### config.mk
export PLATFORM = sky130hd
export DESIGN_NAME = tinyalu_param_flat
export DESIGN_NICKNAME = d
export VERILOG_FILES = /design/src/rtl/tinyalu_param_if.sv /design/src/rtl/tinyalu_param.sv /design/src/flat_wrapper.sv
export SDC_FILE = /design/constraint.sdc
export NUM_CORES = 1
export LEC_CHECK = 0
export CAP_MARGIN = 20
export CORE_UTILIZATION = 55
export DETAILED_ROUTE_END_ITERATION = 8
export GPL_TIMING_DRIVEN = 0
export PLACE_DENSITY = 0.84
export SYNTH_ARGS = -nofsm -noshare
export SYNTH_HDL_FRONTEND = slang
export SYNTH_SLANG_ARGS = --single-unit
export TNS_END_PERCENT = 20
### constraint.sdc
create_clock -name clk -period 4.8 [get_ports clk]
set_input_delay 0.96 -clock clk [delete_from_list [all_inputs] [get_ports clk]]
set_output_delay 0.96 -clock clk [all_outputs]
set_load 0.02 [all_outputs]
### src/rtl/tinyalu_param_if.sv
// Command/result bus of tinyalu_param: the driver side is master, the ALU is slave.
// The optional status flags are present only when TINYALU_P_STATUS_EN is defined.
interface tinyalu_param_if #(
   parameter int WIDTH = 8
);
   // start is a request that is taken on any rising edge where busy is low.
   // done pulses exactly once per taken command, with result valid in that cycle.
   logic                 start;
   logic [2:0]           op;
   logic [WIDTH-1:0]     A;
   logic [WIDTH-1:0]     B;
   logic                 busy;
   logic                 done;
   logic [2*WIDTH-1:0]   result;
   logic                 state_dbg;
`ifdef TINYALU_P_STATUS_EN
   logic                 zero;
   logic                 carry;
   logic                 illegal;

   modport master (output start, op, A, B,
                   input  busy, done, result, state_dbg, zero, carry, illegal);
   modport slave  (input  start, op, A, B,
                   output busy, done, result, state_dbg, zero, carry, illegal);
`else
   modport master (output start, op, A, B,
                   input  busy, done, result, state_dbg);
   modport slave  (input  start, op, A, B,
                   output busy, done, result, state_dbg);
`endif
endinterface

### src/rtl/tinyalu_param.sv
// Parametrised TinyALU: ADD/AND/XOR/NOP in one cycle, MUL in MULT_LAT cycles with busy.
// Defining TINYALU_P_STATUS_EN adds zero/carry/illegal flags qualified by done.
module tinyalu_param #(
   parameter int WIDTH    = 8,
   parameter int MULT_LAT = 3
) (
   input  logic           clk,
   input  logic           reset_n,
   tinyalu_param_if.slave bus
);
   localparam int RW = 2 * WIDTH;

   localparam logic [2:0] OP_NOP = 3'b000;
   localparam logic [2:0] OP_ADD = 3'b001;
   localparam logic [2:0] OP_AND = 3'b010;
   localparam logic [2:0] OP_XOR = 3'b011;
   localparam logic [2:0] OP_MUL = 3'b100;

   typedef enum logic {
      IDLE    = 1'b0,
      MUL_RUN = 1'b1
   } state_e;

   state_e           state_q;
   logic [3:0]       cnt_q;
   logic             busy_q;
   logic             done_q;
   logic [RW-1:0]    result_q;
   logic [WIDTH-1:0] a_q;
   logic [WIDTH-1:0] b_q;
   logic [2:0]       op_q;

   logic             accept;
   logic             long_mul;
   logic [WIDTH:0]   sum_d;
   logic [RW-1:0]    alu_d;
   logic [RW-1:0]    mul_run_d;

   assign accept    = bus.start && !busy_q;
   assign long_mul  = (bus.op == OP_MUL) && (MULT_LAT > 1);
   assign sum_d     = {1'b0, bus.A} + {1'b0, bus.B};
   assign mul_run_d = {{WIDTH{1'b0}}, a_q} * {{WIDTH{1'b0}}, b_q};

   // Single-cycle result straight from the bus operands; NOP re-issues the held result.
   always_comb begin
      alu_d = '0;
      case (bus.op)
         OP_NOP:  alu_d = result_q;
         OP_ADD:  alu_d = {{(WIDTH-1){1'b0}}, sum_d};
         OP_AND:  alu_d = {{WIDTH{1'b0}}, bus.A & bus.B};
         OP_XOR:  alu_d = {{WIDTH{1'b0}}, bus.A ^ bus.B};
         OP_MUL:  alu_d = {{WIDTH{1'b0}}, bus.A} * {{WIDTH{1'b0}}, bus.B};
         default: alu_d = '0;
      endcase
   end

`ifdef TINYALU_P_STATUS_EN
   logic zero_q;
   logic carry_q;
   logic illegal_q;
`endif

   always_ff @(posedge clk) begin
      if (!reset_n) begin
         state_q  <= IDLE;
         cnt_q    <= '0;
         busy_q   <= 1'b0;
         done_q   <= 1'b0;
         result_q <= '0;
         a_q      <= '0;
         b_q      <= '0;
         op_q     <= '0;
`ifdef TINYALU_P_STATUS_EN
         zero_q    <= 1'b0;
         carry_q   <= 1'b0;
         illegal_q <= 1'b0;
`endif
      end else begin
         done_q <= 1'b0;
`ifdef TINYALU_P_STATUS_EN
         zero_q    <= 1'b0;
         carry_q   <= 1'b0;
         illegal_q <= 1'b0;
`endif
         case (state_q)
            IDLE: begin
               if (accept) begin
                  a_q  <= bus.A;
                  b_q  <= bus.B;
                  op_q <= bus.op;
                  if (long_mul) begin
                     state_q <= MUL_RUN;
                     cnt_q   <= 4'(MULT_LAT - 1);
                     busy_q  <= 1'b1;
                  end else begin
                     done_q   <= 1'b1;
                     result_q <= alu_d;
`ifdef TINYALU_P_STATUS_EN
                     zero_q    <= (alu_d == '0);
                     carry_q   <= (bus.op == OP_ADD) && sum_d[WIDTH];
                     illegal_q <= (bus.op > OP_MUL);
`endif
                  end
               end
            end
            MUL_RUN: begin
               // Count 1 is the last busy cycle: the product lands together with done.
               if (cnt_q == 4'd1) begin
                  state_q <= IDLE;
                  busy_q  <= 1'b0;
                  done_q  <= 1'b1;
                  if (op_q == OP_MUL) begin
                     result_q <= mul_run_d;
                  end
`ifdef TINYALU_P_STATUS_EN
                  zero_q <= (mul_run_d == '0);
`endif
               end else begin
                  cnt_q <= cnt_q - 4'd1;
               end
            end
            default: begin
               state_q <= IDLE;
               busy_q  <= 1'b0;
            end
         endcase
      end
   end

   assign bus.busy      = busy_q;
   assign bus.done      = done_q;
   assign bus.result    = result_q;
   assign bus.state_dbg = (state_q == MUL_RUN);
`ifdef TINYALU_P_STATUS_EN
   assign bus.zero      = zero_q;
   assign bus.carry     = carry_q;
   assign bus.illegal   = illegal_q;
`endif
endmodule

### src/flat_wrapper.sv
// flat-port wrapper written by rule: the top's interface ports become plain ports
module tinyalu_param_flat 
#(
   parameter int WIDTH    = 8,
   parameter int MULT_LAT = 3
)
  (clk, reset_n, bus_start, bus_op, bus_A, bus_B, bus_busy, bus_done, bus_result, bus_state_dbg);
  tinyalu_param_if #(.WIDTH(WIDTH)) bus_i ();
  input  logic clk;
  input  logic reset_n;
  input wire logic [$bits(bus_i.start)-1:0] bus_start;
  input wire logic [$bits(bus_i.op)-1:0] bus_op;
  input wire logic [$bits(bus_i.A)-1:0] bus_A;
  input wire logic [$bits(bus_i.B)-1:0] bus_B;
  output wire logic [$bits(bus_i.busy)-1:0] bus_busy;
  output wire logic [$bits(bus_i.done)-1:0] bus_done;
  output wire logic [$bits(bus_i.result)-1:0] bus_result;
  output wire logic [$bits(bus_i.state_dbg)-1:0] bus_state_dbg;
  assign bus_i.start = bus_start;
  assign bus_i.op = bus_op;
  assign bus_i.A = bus_A;
  assign bus_i.B = bus_B;
  assign bus_busy = bus_i.busy;
  assign bus_done = bus_i.done;
  assign bus_result = bus_i.result;
  assign bus_state_dbg = bus_i.state_dbg;
  tinyalu_param #(.WIDTH(WIDTH), .MULT_LAT(MULT_LAT)) u_core (.clk(clk), .reset_n(reset_n), .bus(bus_i));
endmodule
Word-level counts from Yosys, hierarchy flattened
Cells that the tools add are included.

operators by class
  add/subtract/negate cells = 2
  multiply operators = 1
  equal/unequal tests = 13
  mux-type cells = 22
  bitwise gates (word level) = 3
  reductions and logical operators = 7

operators by type and width
  kind                                                  count
  two-way mux 16 bit                                    4
  case mux 16 bit (4 select lines)                      1
  case mux 16 bit (2 select lines)                      1
  multiplier 8 x 8 -> 16 bit                            1
  two-way mux 4 bit                                     3
  != test 2 bit (second input constant)                 5
  adder 8 x 8 -> 9 bit                                  1
  two-way mux 1 bit                                     9
  bitwise AND 8 bit                                     1
  case mux 4 bit (2 select lines)                       1
  bitwise XOR 8 bit                                     1
  equality test 3 x 2 -> 1 bit (second input constant)  2
  equality test 3 bit (second input constant)           2
  case mux 1 bit (2 select lines)                       3
  AND reduction 3 bit                                   2
  AND reduction 5 bit                                   1
  equality test 4 x 1 -> 1 bit (second input constant)  1
  != test 2 x 1 -> 1 bit (second input constant)        2
  subtractor 4 x 1 -> 4 bit (second input constant)     1
  equality test 3 x 1 -> 1 bit (second input constant)  1
  zero test 3 bit                                       1
  AND reduction 2 bit                                   1
  logical AND 1 bit                                     1
  zero test 1 bit                                       1
  inverter 1 bit                                        1

storage, ports and cells
  register bits = 42
  input bits = 22
  output and inout port bits = 19
  word-level logic and storage cells = 56

Longest topological paths before layout
Gate-level depths: netlist of the first run.

  depth after elaboration = 5
  mapped depth = 15

Least setup slack after synthesis of the first run
Ideal clock, no wire load.

  kind = register to register
  from = register u_core.b_q[7]
  to = register u_core.result_q[13], in the netlist u_core.bus.result[13]
  library setup time = 117 ps
  arrival = 4112 ps
  data required time = 4683 ps
  slack = 570 ps
  stages on the path, launching flop included = 15
  clock period less this slack = 4230 ps
  path through = dfxtp_1 clkbuf_1 and2_1 fa_1 fa_1 fa_1 inv_1 fa_1 inv_1 ha_1 o21ai_0 o2bb2ai_1 a211oi_1 or3_1 a32o_1

on the way
  cells in the longest elaborated chain, start to end = 4

RTL lines
  what                              line                  source
  from (decl)                       tinyalu_param.sv:30   logic [WIDTH-1:0] b_q;
  from (signal assigned)            tinyalu_param.sv:89   b_q <= bus.B;
  multiplier 8 x 8 -> 16 bit        tinyalu_param.sv:42   assign mul_run_d = {{WIDTH{1'b0}}, a_q} * {{WIDTH{1'b0}}, b_q};
  two-way mux 16 bit                tinyalu_param.sv:112  if (op_q == OP_MUL) begin
  two-way mux 16 bit                tinyalu_param.sv:108  if (cnt_q == 4'd1) begin
  case mux 16 bit (2 select lines)  tinyalu_param.sv:85   case (state_q)
  to (signal assigned)              tinyalu_param.sv:97   result_q <= alu_d;
  to (signal assigned)              tinyalu_param.sv:113  result_q <= mul_run_d;
  to (decl)                         tinyalu_param.sv:28   logic [RW-1:0] result_q;

No other way between the ends. The select of a mux whose other input is x is not followed.
A chain may end at the register's enable or synchronous reset.

Worst setup path in the final report of the first run
Same ends and word-level chain as after synthesis.

==> out/results.ini, run 1 <==
[global_route]
grtUsageMet3_pct=3.37
grt_max_degree=14
grt_use_met1_pct=34.1
antenna_found_initial=0
gr-max-usage-layer=met2
grt_pass1_vias=3894
grt.met2_usage_pct=48.6
grt_pass1_wl_um=18200
grt-ovfl-total=0
grtUsageTotal_pct=27.4

[timing]
fin_skew_ns=0.00499
maxSlewViolCount=0
hold_ws_ns=0.463
setup_tns_ns=0
clock.fmax_mhz=221
relSlewSlack_pct=65.5
timing.final.crit_share_pct=94.2
finalCriticalPeriod_ns=4.52
grt_setup_unrepaired=false
setup_viol=0
worst_slew_pin_slew_ns=0.504
worst_slack_ns=0.277
hold_viol_final=0

[outcome]
status=finished, final reports clean

[placement]
routabilityCongestion=0.928
dpl.hpwl_um=8340
dp_slack_ns=0.152
io_buffers=39

[logic_synthesis]
synth-edff-count=0
ys_types=57
syn_inst=505
yosys_warnings=0
synthFlopType=dfxtp_1
synth_seq_cells=42
synthesis.nets=610
seq_area_frac_synth_pct=19.5
synth_top_area_share_pct=19.5
synthTopCellsByArea=dfxtp_1, fa_1, ha_1, and2_1, nand2_1
yosys.area.top_type=dfxtp_1
async_flop_share_pct=0
syn_avg_cell_area_sq_um=8.52
syn_area_sq_um=4300

[power_and_ir_drop]
power_density_nw_per_um2=181
leakage_nw=2.30
clockPowerShare_pct=27.1
p_seq_share_pct=44.8
switching_share_pct=32.9
ir_drop_mv=0.183
switching_power_uw=293
combPwrFrac_pct=28.1
p_int_uw=596

[die]
dieArea_sq_um=8180
io_pins=41
core_region_area_sq_um=7410
die_y_um=90.5
fp.dieW_um=90.5
fp-row-count=31
start_util_pct=58.1

[routing]
drcViolationCount=0
wl_per_cell_um=15.9
drt_iter0_drc=93
via_per_inst=5.70
drtPass1Iterations=4
routed_wl_um=10300
detail-route-antenna-nets=0
vias=3702

[clock_tree]
cts.repair.resized=0
numCtsBuffers=5
cts.sinks=42
path_clk_slew_ns=0.08
postCtsSetupRepairBufs=0
cts-root-buf=clkbuf_8
cts.htree.levels=2
clock_path_buffers=2
cts_tree=built
clk_latency_ns=0.30
cts_hold_buf=0

[worst_setup_path]
worstSetupPathType=flip-flop to flip-flop
crit_arrival_ns=4.72
path_cells=nand2_1, fa_1, fa_1, inv_1, fa_1, inv_1, fa_1, inv_1, ha_1, nor4_1, a211oi_1, or3_1, a32o_1
critical-path-slowest-cell=dfxtp_1
slowest_delay_ns=0.56
critPathMostFrequentCell=fa_1
setup.worst_path.end_class=flip-flop
critPathRequiredTime_ns=5.00
critPathBufInv=3
cpLargestDelayFamily=adder cells
crit_fanout=9
cp-start-kind=flip-flop

[layout]
nNetsFinal=655
area_delta_synth_final_pct=14.1
post-route-util_pct=66.3
diodes=0
drive_above_1_share_pct=3.45

[job]
cap_violations=0

[min_path]
hold_class=flip-flop to flip-flop

-- layout make-up --
class / instances / area (sq um)
Buffer: 16 / 67.6
Clock buffer: 6 / 82.6
Fill cell: 611 / 2500
Clock inverter: 2 / 12.5
Multi-Input combinational cell: 390 / 3180
Tap cell: 99 / 124
Timing Repair Buffer: 39 / 390
Inverter: 56 / 210
Sequential cell: 42 / 841
-- metal layers --
layer | part of all wire [%] | up-vias
met3 | 3.9 | 21
li1 | - | 1799
met4 | 2.3 | 0
met2 | 49 | 90
met1 | 45 | 1792
met5 | 0 | -
-- power by group through the flow --
| stage | Sequential, mW | Combinational [mW] | Clock [mW] |
|---|---|---|---|
| after CTS | 0.396 | 0.250 | 0.247 |
| final | 0.398 | 0.250 | 0.241 |
| after floorplan | 0.403 | 0.155 | 0 |
| after global routing | 0.402 | 0.279 | 0.259 |
| after detailed placement | 0.404 | 0.247 | 0 |
| after global placement | 0.403 | 0.240 | 0 |
-- worst min-delay path: cells and delay by family, from the launching register on --
family,cells,cell delay (ns)
compound gates,1,0.06
flops,1,0.31
simple gates,1,0.04
-- cells in the mapped netlist (all sizes together), types with 10 or more instances --
cell type  count
dfxtp         42
a21boi        22
mux2i         10
and2          54
inv           56
nor2          23
clkbuf        13
ha            46
o21ai         19
fa            37
a21oi         17
nand2         66
-- state kept, by name, summed over array words and instances (netlist names) --
| signal | cells |
|---|---|
| u_core.bus.result | 16 |
| u_core.a_q | 8 |
| u_core.bus.state_dbg | 1 |
| u_core.bus.done | 1 |
| u_core.bus.busy | 1 |
| u_core.b_q | 8 |
| u_core.cnt_q | 4 |
| u_core.op_q | 3 |
-- kinds of logic after synthesis --
group                    synth area share [%]
AND/OR/NAND/NOR                          21.9
flip-flops                               19.5
AO/OA/AOI/OAI                            17.1
XOR/XNOR                                 1.42
adder cells (fa/ha/maj)                  30.6
multiplexers                             2.85
buffers and inverters                    6.54
-- metrics by stage --
step / total power [mW] / instances / area [sq um]
6_report: 0.889 / 650 / 4910
5_1_grt: 0.940 / 650 / 4910
4_1_cts: 0.893 / 651 / 4910
3_5_place_dp: 0.651 / 643 / 4820
3_3_place_gp: 0.643 / 643 / 4820
2_1_floorplan: 0.559 / 505 / 4300
-- final timing paths --
kind / start / endpoint / slack (ns) / depth (start not counted)
hold reg to reg: u_core.op_q[2] / u_core.op_q[2] / 0.46 / 2
setup / recovery: u_core.b_q[7] / u_core.bus.result[13] / 0.28 / 13
hold / removal: u_core.op_q[2] / u_core.op_q[2] / 0.46 / 2
setup reg to reg: u_core.b_q[7] / u_core.bus.result[13] / 0.28 / 13
-- placed cells by master, fill, tap and decap left out, types with 5 or more instances in the layout --
| cell type | Yosys | final |
|---|---|---|
| clkdlybuf4s50_1 | 0 | 39 |
| nor2b_1 | 5 | 5 |
| a21o_1 | 7 | 7 |
| a21boi_0 | 22 | 22 |
| mux2i_1 | 10 | 10 |
| and2_1 | 54 | 54 |
| a211oi_1 | 6 | 6 |
| o21ai_0 | 18 | 18 |
| a21oi_1 | 17 | 17 |
| inv_1 | 56 | 56 |
| clkbuf_8 | 0 | 6 |
| dfxtp_1 | 42 | 42 |
| clkbuf_1 | 13 | 12 |
| nand2_1 | 66 | 66 |
| fa_1 | 37 | 37 |
| a31oi_1 | 6 | 6 |
| nor2_1 | 22 | 22 |
| ha_1 | 46 | 46 |
| and3_1 | 5 | 5 |
No activity file was read; power rests on OpenSTA's default activity.
==> inputs of run 2 (changes only) <==
- CTS_BUF_LIST: default -> sky130_fd_sc_hd__clkbuf_2 sky130_fd_sc_hd__clkbuf_4 sky130_fd_sc_hd__clkbuf_8
==> results of run 2 <==
Same layout as run 1: the final DEF is identical, and so are final timing and power.
==> inputs of run 3 (changes only) <==
- ABC_AREA: default -> 1
- SKIP_LAST_GASP: default -> 1
- clock period: 4.8 -> 4.4 ns (I/O delays scaled with it)
==> out/results.ini, run 3 <==
[die]
core_region_area_sq_um=7890
fp-row-count=32
dieArea_sq_um=8710
die_y_um=93.3
fp.dieW_um=93.3
start_util_pct=58.2
io_pins=41

[logic_synthesis]
synthesis.nets=782
synth_common_cells=nand2_1, inv_1, nor2_1
yosys.area.top_type=dfxtp_1
synthTopCellsByArea=dfxtp_1, fa_1, nand2_1, ha_1, inv_1
synthMostInstantiatedCell=nand2_1
synth-edff-count=0
synth_top_area_share_pct=18.3
async_flop_share_pct=0
synthFlopType=dfxtp_1
seq_area_frac_synth_pct=18.3
syn_area_sq_um=4590
syn_avg_cell_area_sq_um=6.78
syn_inst=677
yosys_warnings=0
synth_seq_cells=42
ys_types=40

[global_route]
grtUsageMet3_pct=3.66
grt-ovfl-total=0
gr-max-usage-layer=met2
antenna_found_initial=0
grt_use_met1_pct=35.5
grtUsageTotal_pct=28.1
grt_max_degree=13
grt_pass1_vias=4435
grt_pass1_wl_um=19500
grt.met2_usage_pct=50.0

[worst_setup_path]
critical-path-slowest-cell=fa_1
crit_fanout=9
slowest_delay_ns=0.55
startpoint=u_core.a_q[0]
critPathRequiredTime_ns=4.58
cpLargestDelayFamily=adder cells
r2r-start=u_core.a_q[0]
crit_arrival_ns=4.32
worstSetupPathType=flip-flop to flip-flop
setup.worst_path.end_class=flip-flop
cp-start-kind=flip-flop
critPathBufInv=3
critPathMostFrequentCell=nand2_1
path_cells=nand2_1, fa_1, fa_1, inv_1, fa_1, inv_1, fa_1, inv_1, ha_1, nand2_1, nand2_1, nand2_1, nand2_1, a21oi_1, or2_2, nand3_1, a21oi_1

[clock_tree]
cts_hold_buf=0
cts.sinks=42
numCtsBuffers=5
cts.htree.levels=2
cts_tree=built
cts-root-buf=clkbuf_8
clock_path_buffers=2
path_clk_slew_ns=0.08
clk_latency_ns=0.30

[timing]
relSlewSlack_pct=68.7
timing.final.crit_share_pct=94.1
fin_skew_ns=0.00767
maxSlewViolCount=0
grt_setup_unrepaired=false
hold_viol_final=0
finalCriticalPeriod_ns=4.14
setup_tns_ns=0
setup_viol=0
worst_slew_pin_slew_ns=0.470
clock.fmax_mhz=241

[power_and_ir_drop]
ir_drop_mv=0.239
power_density_nw_per_um2=228
leakage_nw=2.93

[routing]
wl_per_cell_um=13.5
drt_iter0_drc=231
via_per_inst=5.26
detail-route-antenna-nets=0
drtPass1Iterations=5
drcViolationCount=0
vias=4270
routed_wl_um=11000

[min_path]
hold_class=flip-flop to flip-flop
min_from=u_core.bus.result[9]

[layout]
drive_above_1_share_pct=7.61
post-route-util_pct=65.8
nNetsFinal=815
area_delta_synth_final_pct=13.2
final_common_cell=nand2_1
layout_common_cells=nand2_1, inv_1, nor2_1
largest_register_ffs=16
diodes=0

[job]
cap_violations=0

[outcome]
status=finished, final reports clean

[placement]
dpl.hpwl_um=9060
routabilityCongestion=0.906
io_buffers=40

[run 3: area by class of cell]
type,count,area [sq um]
plain buffers,14,75.1
clock buffers,6,82.6
clock inverters,1,30.0
fillers,697,2700
inverters,154,581
multi-input cells,453,3040
flip-flops and latches,42,857
well taps,102,128
repair buffers,40,400
[run 3: worst min-delay path, delay by kind of cell, from the launching register on]
kind            cells  cell delay [ns]
simple gates        1             0.06
compound gates      1             0.05
flops               1             0.31
[run 3: final timing paths]
check	endpoint	slack (ns)	cells after the start
max	u_core.bus.result[10]	0.26	17
min reg2reg	u_core.bus.result[9]	0.47	2
max reg2reg	u_core.bus.result[10]	0.26	17
min	u_core.bus.result[9]	0.47	2
[run 3: timing repair]
item	in CTS	in global routing
setup endpoints to repair	1	8
pin swaps	0	0
resized for setup	0	13
cloned	0	0
buffers inserted	0	0
[run 3: power by group]
group,switching [mW],total (mW),internal (mW)
clock,0.135,0.317,0.182
sequential,0.0413,0.450,0.408
combinational,0.252,0.416,0.164
total,0.429,1.18,0.754
[run 3: kinds of logic after synthesis]
kind of cell | Yosys count | share of synthesized area, %
DFF | 42 | 18.3
xor gates and xnor gates | 3 | 0.573
AOI/OAI and AO/OA | 84 | 10.7
buffers and inverters | 182 | 15.4
and+or+nand+nor | 283 | 26.2
adders and majority gates | 83 | 28.7
[run 3: metrics by stage]
stage | instance area [sq um] | hold WS, ns | std cells | power [mW] | setup slack [ns]
after global routing | 5190 | 0.491 | 812 | 1.26 | 0.00895
after floorplan | 4590 | 0.429 | 677 | 0.736 | 0.418
after detailed placement | 5120 | 0.453 | 819 | 0.869 | 0.00795
after CTS | 5230 | 0.464 | 825 | 1.18 | 0.0147
after global placement | 5120 | 0.446 | 819 | 0.857 | 0.0463
final | 5190 | 0.467 | 812 | 1.18 | 0.258
[run 3: per-layer routing]
metal  routed length [um]  vias to the layer above
met1                 4840                     1993
met2                 5390                      131
met3                  621                       16
met4                  136                        0
li1                     -                     2130
met5                    0                        -
